[src/rtl/caminho_saida_lifo.sv]
// Path output LIFO: buffers one reconstructed path (DESTINO first) and replays it FONTE first
// over a valid/ready stream, reporting path length, completion pulse and sticky overflow.
module caminho_saida_lifo #(
    parameter int unsigned ADDR_WIDTH  = 8,
    parameter int unsigned MAX_CAMINHO = 64,
    parameter int unsigned CNT_WIDTH   = $clog2(MAX_CAMINHO + 1)
) (
    input  logic                  clk,
    input  logic                  rst,
    input  logic                  anterior_valid_in,
    input  logic [ADDR_WIDTH-1:0] anterior_addr_in,
    input  logic                  anterior_last_in,
    output logic                  anterior_ready_out,
    output logic                  saida_valid_out,
    output logic [ADDR_WIDTH-1:0] saida_addr_out,
    output logic                  saida_last_out,
    input  logic                  saida_ready_in,
    output logic [CNT_WIDTH-1:0]  tamanho_out,
    output logic                  pronto_out,
    output logic                  erro_out
);

    localparam int unsigned IDX_WIDTH = (MAX_CAMINHO > 1) ? $clog2(MAX_CAMINHO) : 1;
    localparam logic [CNT_WIDTH-1:0] CNT_ONE = CNT_WIDTH'(1);
    localparam logic [CNT_WIDTH-1:0] CNT_MAX = CNT_WIDTH'(MAX_CAMINHO);

    typedef enum logic {S_CARREGA, S_DESCARREGA} estado_e;

    estado_e                estado_q, estado_d;
    logic [CNT_WIDTH-1:0]   ptr_q, ptr_d;
    logic [CNT_WIDTH-1:0]   tamanho_q, tamanho_d;
    logic                   erro_q, erro_d;
    logic                   pronto_q, pronto_d;
    logic                   ovf_q, ovf_d;
    logic [ADDR_WIDTH-1:0]  mem_q [MAX_CAMINHO];

    logic                   mem_we;
    logic                   cheio;
    logic [IDX_WIDTH-1:0]   wr_idx;
    logic [IDX_WIDTH-1:0]   rd_idx;

    assign cheio  = (ptr_q == CNT_MAX);
    assign wr_idx = IDX_WIDTH'(ptr_q);
    assign rd_idx = IDX_WIDTH'(ptr_q - CNT_ONE);

    always_comb begin
        estado_d  = estado_q;
        ptr_d     = ptr_q;
        tamanho_d = tamanho_q;
        erro_d    = erro_q;
        pronto_d  = 1'b0;
        ovf_d     = ovf_q;
        mem_we    = 1'b0;
        case (estado_q)
            S_CARREGA: begin
                if (anterior_valid_in) begin
                    if (cheio) begin
                        erro_d = 1'b1;
                        ovf_d  = 1'b1;
                    end else begin
                        mem_we = 1'b1;
                        ptr_d  = ptr_q + CNT_ONE;
                    end
                    if (anterior_last_in) begin
                        ovf_d = 1'b0;
                        // A path that lost any node is discarded whole, never replayed.
                        if (ovf_q || cheio) begin
                            ptr_d = '0;
                        end else begin
                            tamanho_d = ptr_q + CNT_ONE;
                            estado_d  = S_DESCARREGA;
                        end
                    end
                end
            end
            S_DESCARREGA: begin
                if (saida_ready_in) begin
                    ptr_d = ptr_q - CNT_ONE;
                    if (ptr_q == CNT_ONE) begin
                        ptr_d    = '0;
                        estado_d = S_CARREGA;
                        pronto_d = 1'b1;
                    end
                end
            end
            default: estado_d = S_CARREGA;
        endcase
    end

    always_ff @(posedge clk) begin
        if (rst) begin
            estado_q  <= S_CARREGA;
            ptr_q     <= '0;
            tamanho_q <= '0;
            erro_q    <= 1'b0;
            pronto_q  <= 1'b0;
            ovf_q     <= 1'b0;
        end else begin
            estado_q  <= estado_d;
            ptr_q     <= ptr_d;
            tamanho_q <= tamanho_d;
            erro_q    <= erro_d;
            pronto_q  <= pronto_d;
            ovf_q     <= ovf_d;
        end
    end

    // Storage is not reset; only ptr decides which entries are meaningful.
    always_ff @(posedge clk) begin
        if (mem_we) begin
            mem_q[wr_idx] <= anterior_addr_in;
        end
    end

    always_comb begin
        anterior_ready_out = (estado_q == S_CARREGA);
        saida_valid_out    = (estado_q == S_DESCARREGA);
        saida_addr_out     = '0;
        saida_last_out     = 1'b0;
        if (estado_q == S_DESCARREGA) begin
            saida_addr_out = mem_q[rd_idx];
            saida_last_out = (ptr_q == CNT_ONE);
        end
    end

    assign tamanho_out = tamanho_q;
    assign pronto_out  = pronto_q;
    assign erro_out    = erro_q;

endmodule

[config.mk]
export PLATFORM = sky130hd
export DESIGN_NAME = caminho_saida_lifo
export DESIGN_NICKNAME = d
export VERILOG_FILES = /design/src/rtl/caminho_saida_lifo.sv
export SDC_FILE = /design/constraint.sdc
export NUM_CORES = 1
export LEC_CHECK = 0
export CORE_MARGIN = 4
export CORE_UTILIZATION = 35
export DETAILED_ROUTE_END_ITERATION = 8
export PLACE_DENSITY_LB_ADDON = 0.3
export SYNTH_ARGS = -nofsm -noshare
export SYNTH_HDL_FRONTEND = slang
export SYNTH_SLANG_ARGS = --single-unit
[constraint.sdc]
create_clock -name clk -period 5.2 [get_ports clk]
set_clock_uncertainty 0.1 [all_clocks]
set_input_delay 0.52 -clock clk [delete_from_list [all_inputs] [get_ports clk]]
set_output_delay 0.52 -clock clk [all_outputs]
set_load 0.01 [all_outputs]
==> impl_metrics.tcl <==
set metrics [dict create \
    status "complete, no violations" \
    finalCritPeriodShare_pct 93.5 \
    drt-initial-drc-count 933 \
    die_x_um 254 \
    via_per_inst 5.34 \
    area_growth_pct 13.4 \
    clk_latency_ps 590 \
    yosysWarnings 0 \
    drt_wl_total_um 47400 \
    multiInputGateArea_mm2 0.00509 \
    finalWorstSetupSlack_ps 337 \
    synth_edf_count 512 \
    layout-drive-gt1-share_pct 19.4 \
    dr.pass1.iters 5 \
    core_mm2 0.0595 \
    seq_area_frac_synth_pct 74.4 \
    synth_cell_types 60 \
    slew_viol_final 0 \
    synthCells 1131 \
    gr-usage-all-layers_pct 14.7 \
    dpl_worst_slack_ps 964 \
    cp-start-kind "flop" \
    ys.flop_type "edfxtp_1" \
    row_count 89 \
    relSlewSlack_pct 16.2 \
    cts_tree "done" \
    grt_max_degree 69 \
    crit_chain "xor2_1 -> nor2_1 -> a31oi_1 -> o22ai_1 -> or4_1 -> o211ai_1 -> clkdlybuf4s50_1" \
    setup_viol 0 \
    wire_per_inst_um 23.9 \
    required_ps 4580 \
    htree_levels 2 \
    syn_area_per_cell_um2 18.7 \
    p_per_area_mw_per_mm2 420 \
    cts_buffers 53 \
    root_buffer "clkbuf_16" \
    cts_sinks 530 \
    cts.clk_slew.worst_paths_ps 60 \
    ios 33 \
    start_util_pct 35.6 \
    synth_area_mm2 0.0212 \
    final_common_cell "edfxtp_1" \
    tightest_slew_ps 1260 \
    synth-seq-cells 530 \
    antenna_cells 0 \
    period_needed_ps 4860 \
    grt_pass1_vias 10705 \
    ctsHoldBuffers 0 \
    vdd_ir_drop_max_v 0.000266 \
    hold_class "flop to flop" \
    ctsLongestPathBuffers 3 \
    drc 0 \
    io_buffers 32 \
    rsz0062_at_grt "no" \
    dp_cells 1894 \
    overflow 0 \
    finalNetCount 1193 \
    hpwlAfterDp_um 29200 \
    fin_util_pct 40.3 \
    fp.dieH_um 254 \
    crit_type "flop to primary output" \
    cts_setup_buffers 0 \
    stdcell_count 1988 \
    dr_total_vias 10611 \
    gp_congestion 0.821 \
    layout_common_cells "edfxtp_1, mux4_2, nor2_1" \
    drv_cap 0 \
    async_flop_share_pct 0 \
    ant_nets 0 \
    slowest_delay_ps 910 \
    final_hold_viol_count 0 \
    grt_pass1_wl_um 70600 \
    crit_arrival_ps 4240 \
    cp_max_fo 25 \
    p_leak_nw 7.46 \
    die_area_mm2 0.0645 \
    antenna_found_initial 0 \
    r2r_slack_ps 1510 \
    tns_ps 0 \
    syn_nets 1148 \
    ff_latch_area_mm2 0.0157 \
    end_kind "primary output" \
    slowest_stage "dfxtp_1" \
    fmax_mhz 206 \
    nFillCells 5338 \
    ctsResizeCount 0 \
]
[worst paths after layout]
path,cells after the start,to,startpoint
min,2,erro_out,erro_out
max,7,saida_addr_out[7],ptr_q[4]
max reg2reg,6,mem_q[3][5],ptr_q[4]
min reg2reg,2,erro_out,erro_out
[logic make-up after synthesis]
group | count (synthesis) | share of synthesized area, %
AND/OR/NAND/NOR | 236 | 5.23
flip-flops | 530 | 74.4
XOR/XNOR | 11 | 0.491
multiplexers | 164 | 14.2
buffers and inverters | 72 | 1.71
adder cells (fa/ha/maj) | 4 | 0.237
AO/OA/AOI/OAI | 114 | 3.78
[worst max-delay path, delay by kind of cell, from the launching register on]
family          cells  cell delay (ps)
compound gates      3             1230
xor+xnor            1              240
buf+inv             1              570
flops               1              910
simple gates        2              680
[registers in the layout, indices dropped and copies added, names as in the netlist]
| register | cells |
|---|---|
| ptr_q | 7 |
| mem_q | 512 |
| tamanho_out | 7 |
| saida_valid_out | 1 |
| pronto_out | 1 |
| erro_out | 1 |
| ovf_q | 1 |
[layer usage]
metal  up-vias  global-route usage, %  share of wire, %
met4         0                   3.78               2.0
met3        62                   3.08               6.5
li1       4699                      -                 -
met5         -                      0                 0
met2       332                   23.8                48
met1      5518                   20.4                43
[synth_stat cells (9+ instances only)]
library cell | count | area [µm²]
a211oi_1 | 21 | 158
o21ai_0 | 9 | 45.0
nor2_1 | 91 | 342
mux4_2 | 107 | 2410
mux2_2 | 15 | 169
and3_1 | 15 | 93.8
buf_2 | 18 | 90.1
a32oi_1 | 17 | 149
clkbuf_1 | 24 | 90.1
nand3_1 | 22 | 110
dfxtp_1 | 18 | 360
o22ai_1 | 21 | 131
mux2i_1 | 39 | 390
nand2_1 | 60 | 225
edfxtp_1 | 512 | 15400
a31oi_1 | 9 | 56.3
buf_4 | 13 | 97.6
a21oi_1 | 12 | 60.1
[layout make-up]
| type | count | area share [%] |
|---|---|---|
| tap | 773 | 4.03 |
| timing repair buffer | 54 | 2.01 |
| inverter | 8 | 0.125 |
| sequential | 530 | 65.6 |
| clock inverter | 21 | 0.845 |
| multi-input combinational | 529 | 21.2 |
| clock buffer | 73 | 6.14 |
[stage by stage]
step / total power, W / area, µm² / hold slack, ps
after floorplan: 0.00594 / 21200 / 405
after global routing: 0.0105 / 24000 / 430
final: 0.0101 / 24000 / 386
after CTS: 0.0102 / 24000 / 403
after detailed placement: 0.00648 / 22300 / 385
after global placement: 0.00647 / 22300 / 371
[where the power goes]
part | total, W | switching [W] | internal (W)
clock | 0.00371 | 0.00154 | 0.00217
sequential | 0.00476 | 0.0000322 | 0.00472
combinational | 0.00161 | 0.000936 | 0.000676
total | 0.0101 | 0.00251 | 0.00757
(Power assumes the default switching activity.)
